--- src/rtl/mem_ctrl.sv ---
// mem_ctrl: byte-serial memory controller between the fetch/MEM stages and an
// 8-bit RAM/IO bus with one-cycle read latency. Serialises 32-bit loads and
// 1/2/4-byte stores, arbitrates store > load > fetch, and lets MEM traffic
// preempt an in-flight fetch.
module mem_ctrl (
    input  logic        clk_in,
    input  logic        rst_in,
    input  logic        if_req_in,
    input  logic [31:0] if_addr_in,
    output logic        if_done_out,
    output logic [31:0] inst_out,
    input  logic        read_req_in,
    input  logic        write_req_in,
    input  logic [31:0] mem_addr_in,
    input  logic [31:0] mem_val_in,
    input  logic [2:0]  store_len_in,
    output logic        mem_done_out,
    output logic [31:0] mem_val_read_out,
    output logic [1:0]  memctrl_busy_out,
    input  logic [7:0]  mem_din_in,
    output logic [7:0]  mem_dout_out,
    output logic [31:0] mem_a_out,
    output logic        mem_wr_out
);

    typedef enum logic [2:0] {IDLE, IF_RD, MEM_RD, MEM_WR, DONE} state_t;

    state_t      state_q, state_d;
    logic [2:0]  cnt_q, cnt_d;
    logic [31:0] addr_q, addr_d;
    logic [31:0] data_q, data_d;
    logic [2:0]  len_q, len_d;
    logic [23:0] asm_q, asm_d;
    logic [31:0] inst_q, inst_d;
    logic [31:0] mem_val_q, mem_val_d;
    logic        if_done_q, if_done_d;
    logic        mem_done_q, mem_done_d;

    logic        start_valid;
    state_t      start_state;
    logic [31:0] start_addr;
    logic        mem_req;
    logic        read_step;
    logic        last_wr;

    assign mem_req = write_req_in | read_req_in;
    assign last_wr = (cnt_q == len_q) || (cnt_q == 3'd3);

    // Pick the request that would be taken this cycle: store, then load, then fetch.
    always_comb begin
        start_valid = 1'b0;
        start_state = IDLE;
        start_addr  = 32'd0;
        if (write_req_in) begin
            start_valid = 1'b1;
            start_state = MEM_WR;
            start_addr  = mem_addr_in;
        end else if (read_req_in) begin
            start_valid = 1'b1;
            start_state = MEM_RD;
            start_addr  = mem_addr_in;
        end else if (if_req_in) begin
            start_valid = 1'b1;
            start_state = IF_RD;
            start_addr  = if_addr_in;
        end
    end

    // Next-state logic: accept requests, step the byte counter, assemble read words.
    always_comb begin
        state_d    = state_q;
        cnt_d      = cnt_q;
        addr_d     = addr_q;
        data_d     = data_q;
        len_d      = len_q;
        asm_d      = asm_q;
        inst_d     = inst_q;
        mem_val_d  = mem_val_q;
        if_done_d  = 1'b0;
        mem_done_d = 1'b0;
        read_step  = 1'b0;

        case (state_q)
            IDLE, DONE: begin
                state_d = IDLE;
                if (start_valid) begin
                    state_d = start_state;
                    addr_d  = start_addr;
                    data_d  = mem_val_in;
                    len_d   = store_len_in;
                    cnt_d   = 3'd0;
                end
            end
            IF_RD: begin
                if (mem_req) begin
                    state_d = start_state;
                    addr_d  = start_addr;
                    data_d  = mem_val_in;
                    len_d   = store_len_in;
                    cnt_d   = 3'd0;
                end else if (!if_req_in) begin
                    state_d = IDLE;
                end else begin
                    read_step = 1'b1;
                end
            end
            MEM_RD: read_step = 1'b1;
            MEM_WR: begin
                if (last_wr) begin
                    state_d    = DONE;
                    mem_done_d = 1'b1;
                end else begin
                    cnt_d = cnt_q + 3'd1;
                end
            end
            default: state_d = IDLE;
        endcase

        if (read_step) begin
            case (cnt_q)
                3'd1:    asm_d[7:0]   = mem_din_in;
                3'd2:    asm_d[15:8]  = mem_din_in;
                3'd3:    asm_d[23:16] = mem_din_in;
                default: asm_d = asm_q;
            endcase
            if (cnt_q == 3'd4) begin
                state_d = DONE;
                if (state_q == IF_RD) begin
                    inst_d    = {mem_din_in, asm_q};
                    if_done_d = 1'b1;
                end else begin
                    mem_val_d  = {mem_din_in, asm_q};
                    mem_done_d = 1'b1;
                end
            end else begin
                cnt_d = cnt_q + 3'd1;
            end
        end
    end

    // State and datapath registers; reset abandons any transaction in flight.
    always_ff @(posedge clk_in or negedge rst_in) begin
        if (!rst_in) begin
            state_q    <= IDLE;
            cnt_q      <= 3'd0;
            addr_q     <= 32'd0;
            data_q     <= 32'd0;
            len_q      <= 3'd0;
            asm_q      <= 24'd0;
            inst_q     <= 32'd0;
            mem_val_q  <= 32'd0;
            if_done_q  <= 1'b0;
            mem_done_q <= 1'b0;
        end else begin
            state_q    <= state_d;
            cnt_q      <= cnt_d;
            addr_q     <= addr_d;
            data_q     <= data_d;
            len_q      <= len_d;
            asm_q      <= asm_d;
            inst_q     <= inst_d;
            mem_val_q  <= mem_val_d;
            if_done_q  <= if_done_d;
            mem_done_q <= mem_done_d;
        end
    end

    // Bus drive: address/data only during active byte cycles, zero otherwise.
    always_comb begin
        mem_a_out        = 32'd0;
        mem_wr_out       = 1'b0;
        mem_dout_out     = 8'd0;
        memctrl_busy_out = 2'b00;
        case (state_q)
            IF_RD, MEM_RD: begin
                memctrl_busy_out = (state_q == IF_RD) ? 2'b01 : 2'b10;
                if (cnt_q <= 3'd3) begin
                    mem_a_out = addr_q + {29'd0, cnt_q};
                end
            end
            MEM_WR: begin
                memctrl_busy_out = 2'b10;
                mem_wr_out       = 1'b1;
                mem_a_out        = addr_q + {29'd0, cnt_q};
                case (cnt_q[1:0])
                    2'd0:    mem_dout_out = data_q[7:0];
                    2'd1:    mem_dout_out = data_q[15:8];
                    2'd2:    mem_dout_out = data_q[23:16];
                    default: mem_dout_out = data_q[31:24];
                endcase
            end
            default: ;
        endcase
    end

    assign if_done_out      = if_done_q;
    assign mem_done_out     = mem_done_q;
    assign inst_out         = inst_q;
    assign mem_val_read_out = mem_val_q;

endmodule

--- config.mk ---
export PLATFORM = sky130hd
export DESIGN_NAME = mem_ctrl
export DESIGN_NICKNAME = d
export VERILOG_FILES = /design/src/rtl/mem_ctrl.sv
export SDC_FILE = /design/constraint.sdc
export NUM_CORES = 1
export LEC_CHECK = 0
export ABC_AREA = 1
export CAP_MARGIN = 20
export CORE_ASPECT_RATIO = 2
export CORE_MARGIN = 8
export CORE_UTILIZATION = 45
export DETAILED_ROUTE_END_ITERATION = 10
export GPL_TIMING_DRIVEN = 0
export PLACE_DENSITY = 0.79
export SYNTH_ARGS = -nofsm -noshare
export SYNTH_HDL_FRONTEND = slang
export SYNTH_SLANG_ARGS = --single-unit
--- constraint.sdc ---
create_clock -name clk_in -period 4.6 [get_ports clk_in]
set_input_delay 1.15 -clock clk_in [delete_from_list [all_inputs] [get_ports clk_in]]
set_output_delay 1.15 -clock clk_in [all_outputs]
set_load 0.005 [all_outputs]
==> Implementation_results.wiki <==
{| class="wikitable"
! Metric !! Value
|-
| Max Cap Violations || 0
|-
| Worst slack at placement || between 0.7 and 0.8 ns
|-
| Post-Synth XOR/XNOR Area || 0.00547
|-
| Kind of launch point of the worst setup path || flop
|-
| Wire length of the first global-routing pass || about 42 mm
|-
| GRT Resource Usage Total || 0.237
|-
| Synth Area in Adders || 0.0150
|-
| Number of inserted diodes || 0
|-
| Hold Crit Depth || 2
|-
| ANT nets after route || 0
|-
| Area of the multi-input gates || 0.00336 mm2
|-
| Type of destination of the critical path || primary output
|-
| Simple-gate share of the synthesized area || 0.280
|-
| Area enclosed by the die boundary || 0.0226 mm2
|-
| Die height || 205 um
|-
| Later-pin clock latency in the skew report || approximately 0.43 ns
|-
| Port Buf Inserts || 219
|-
| Endpoint of the worst register-to-register path || mem_val_read_out[16]$_DFFE_PN0P_
|-
| Overall die width || 110 um
|-
| Core area || 0.0176 mm2
|-
| Post-CTS Hold Fix Bufs || 0
|-
| Slowest stage cell, crit path || sky130_fd_sc_hd__clkdlybuf4s50_1
|-
| Total Routed Length || approximately 26 mm
|-
| Dominant combinational cell family by area after synthesis || simple AND/OR/NAND/NOR gates
|-
| Leak pwr || 5.24 nW
|-
| Chain of cells forming the critical path || ha_1, inv_1, fa_1, inv_1, nand3_1, nand2_1, nand4_1, nor2_1, nor2_1, nor2_1, clkdlybuf4s50_1
|-
| Data arrival time of the critical path || around 3.1 ns
|-
| Sequential-to-total area share from yosys stat || 0.509
|-
| Drt via density || ~5.2
|-
| Start point of the critical path || cnt_q[0]$_DFF_PN0_
|-
| Unrepaired setup endpoints after global routing || false
|-
| Number of nets in the synthesized netlist || 1,175
|-
| Critical Path Fanout Max || 6
|-
| Total number of vias || 7,958
|-
| Cell area after synthesis || 0.00801 mm2
|-
| Buffer levels on the longest clock path || 2
|-
| Register-to-register setup slack || between 2 and 2.5 ns
|-
| Cell row count || around 70
|-
| Final cycle utilization of the critical path || 0.927
|-
| Fillcell total || 1,570
|-
| Count of routing violations after the opening detailed-route iteration || between 400 and 500
|-
| Clock transition at the registers of the reported paths || 0.07 ns
|-
| IR Drop Worst-Case VDD || 0.307 mV
|-
| Yosys reg bits || 163
|-
| Area delta synth->final || 38.8%
|-
| Number of remaining DRC errors || 0
|-
| Setup-failing EPs final || 0
|-
| Final critical-path setup slack || 0.334 ns
|-
| Setup fix buffers added after clock tree synthesis || 0
|-
| Power after layout || 7.31 mW
|-
| DP HPWL || between 20 and 25 mm
|-
| Crit Path Category || flop to primary output
|-
| Inserted Clock Buffers || 17
|-
| Placed standard-cell area || 0.0105 mm2
|-
| Worst min-delay path category || flop to flop
|-
| Relative slew slack || 0.419
|-
| Worst path most repeated cell || sky130_fd_sc_hd__nor2_1
|-
| Initial antenna violation count || 0
|-
| Power density cells || between 600 and 700 mW/mm2
|-
| Longest individual stage delay on the worst path || 0.52 ns
|-
| Pin count of the biggest net entering global routing || 99
|-
| Final standard cell utilization of the core || 0.631
|-
| Highest attainable clock frequency || 234 MHz
|-
| Fin Clk Skew || 0.0126 ns
|-
| Clock tree from TritonCTS || done
|-
| Clock Sinks || roughly 160
|-
| Initial core utilization || 0.455
|-
| Slew at the pin closest to its max-slew limit || roughly 0.87 ns
|-
| Final count of pins violating max slew || 0
|-
| Cells resized by post-CTS repair || 0
|-
| Clock tree root driver cell || sky130_fd_sc_hd__clkbuf_16
|-
| Fraction of synthesized area in multiplexers || 0
|-
| H-tree levels || 4
|-
| Layout cell share with drive strength beyond 1 || 0.0498
|-
| Final period demand of the worst path || 4.27 ns
|-
| Number of hold-slack violations in the final timing report || 0
|-
| Number of nets at the end of the flow || 1,414
|-
| Compound-gate portion of the synthesized area || 0.119
|-
| Number of top-level pins || approximately 220
|-
| Area of all placed cells without fillers || 0.0111 mm2
|-
| Yosys synthesis warning count || 0
|-
| Instance count of the mapped netlist || 1,054
|-
| Outcome || finished, final reports clean
|-
| Worst R2R Start || cnt_q[1]$_DFF_PN0_
|-
| Average routed wire per standard cell || 17.3 um
|-
| Total congestion overflow || 0
|-
| End point of the most critical hold path || data_q[8]$_DFFE_PN0P_
|-
| Final hold slack || 0.484 ns
|-
| Mean post-synth cell area || 7.60 um2
|-
| Min-delay src || data_q[8]$_DFFE_PN0P_
|-
| Number of global-route vias before repair || 8,169
|-
| Area taken by flip-flops and latches || 0.00408 mm2
|-
| Final estimated routing congestion in global placement || a little over 0.9
|-
| Synth cell types || 29
|-
| Critical path required time || between 3 and 4 ns
|-
| Initial DRT Pass Iterations || 5
|-
| Number of cell instances on the worst register-to-register path || 9
|}
==> area by class of cell <==
| cell class | count | area share |
|---|---|---|
| plain buffers | 48 | 0.0194 |
| clock buffers | 17 | 0.0383 |
| clock inverters | 15 | 0.0173 |
| inverters | 93 | 0.0314 |
| multi-input cells | 750 | 0.303 |
| flip-flops and latches | 163 | 0.367 |
| well taps | 213 | 0.0240 |
| repair buffers | 220 | 0.200 |
==> registers in the layout, summed over array words and instances, names as in the netlist, 3 cells and up <==
name and count:
asm_q 24, cnt_q 3, state_q 3, data_q 32, len_q 3, mem_val_read_out 32, inst_out 32, addr_q 32
==> how the worst max path moves through the flow <==
| stage | cells past startpoint | to |
|---|---|---|
| floorplan | 11 | mem_a_out[28] |
| global placement | 1 | addr_q[20]$_DFFE_PN0P_ |
| detailed placement | 11 | mem_a_out[22] |
| CTS | 11 | mem_a_out[22] |
| global route | 11 | mem_a_out[20] |
| finish | 11 | mem_a_out[22] |
==> kinds of logic after synthesis <==
logic type	after synthesis
buffers and inverters	141
adder cells (fa/ha/maj)	9
AO/OA/AOI/OAI	176
XOR/XNOR	5
AND/OR/NAND/NOR	560
flip-flops	163
==> layout by cell type (no fill, tap or decap), types with 3 or more instances in the layout <==
cell and count:
sky130_fd_sc_hd__clkbuf_1 21, sky130_fd_sc_hd__dfrtp_1 163, sky130_fd_sc_hd__nand2_1 393, sky130_fd_sc_hd__o21a_1 16
sky130_fd_sc_hd__clkbuf_16 17, sky130_fd_sc_hd__buf_1 3, sky130_fd_sc_hd__inv_8 3, sky130_fd_sc_hd__clkdlybuf4s50_1 218
sky130_fd_sc_hd__buf_2 22, sky130_fd_sc_hd__a31oi_1 8, sky130_fd_sc_hd__ha_1 8, sky130_fd_sc_hd__inv_1 92
sky130_fd_sc_hd__nand3_1 70, sky130_fd_sc_hd__nor3_1 4, sky130_fd_sc_hd__nor2_1 78, sky130_fd_sc_hd__o21ai_1 4
sky130_fd_sc_hd__o21ai_0 117, sky130_fd_sc_hd__xnor2_1 3, sky130_fd_sc_hd__nand4_1 9, sky130_fd_sc_hd__a21oi_1 26
sky130_fd_sc_hd__clkinv_8 5
==> power by group <==
group	total [mW]	internal [mW]	switching, mW
clock network	1.45	0.783	0.669
logic	3.32	1.54	1.77
registers	2.54	2.04	0.493
==> critical path: cells and delay by family (launching register included) <==
family	cells	cell delay [ns]
flops	1	0.48
buf+inv	3	0.67
simple gates	6	0.96
fa+ha+maj	2	0.59
==> synth_stat cells, drive strengths merged <==
cell type	instances	area, um2
a22oi	2	15.0
fa	1	20.0
a31oi	8	50.1
o211a	1	10.0
clkbuf	21	78.8
buf	27	136
xnor2	3	26.3
nor2	79	304
o221ai	1	8.76
dfrtp	163	4080
nand3	72	370
ha	8	100
nand4	9	56.3
and2	1	6.26
o21ai	122	622
nand2	395	1490
xor2	2	17.5
nor3	4	20.0
a21oi	26	130
o21a	16	120
inv	93	349
==> metrics by stage <==
step	std cells	TNS, ns
4_1_cts	1519	0
6_report	1519	0
5_1_grt	1519	0
3_3_place_gp	1486	-642.54
2_1_floorplan	1054	0
3_5_place_dp	1487	0
==> routing by layer <==
metal	track usage	vias up	routed length (um)
met5	0	-	0
met1	0.304	3797	11100
li1	-	3837	-
met4	0.0795	0	565
met3	0.0539	40	1950
met2	0.381	284	12700
Note: power is estimated with default switching activity, not from simulation.
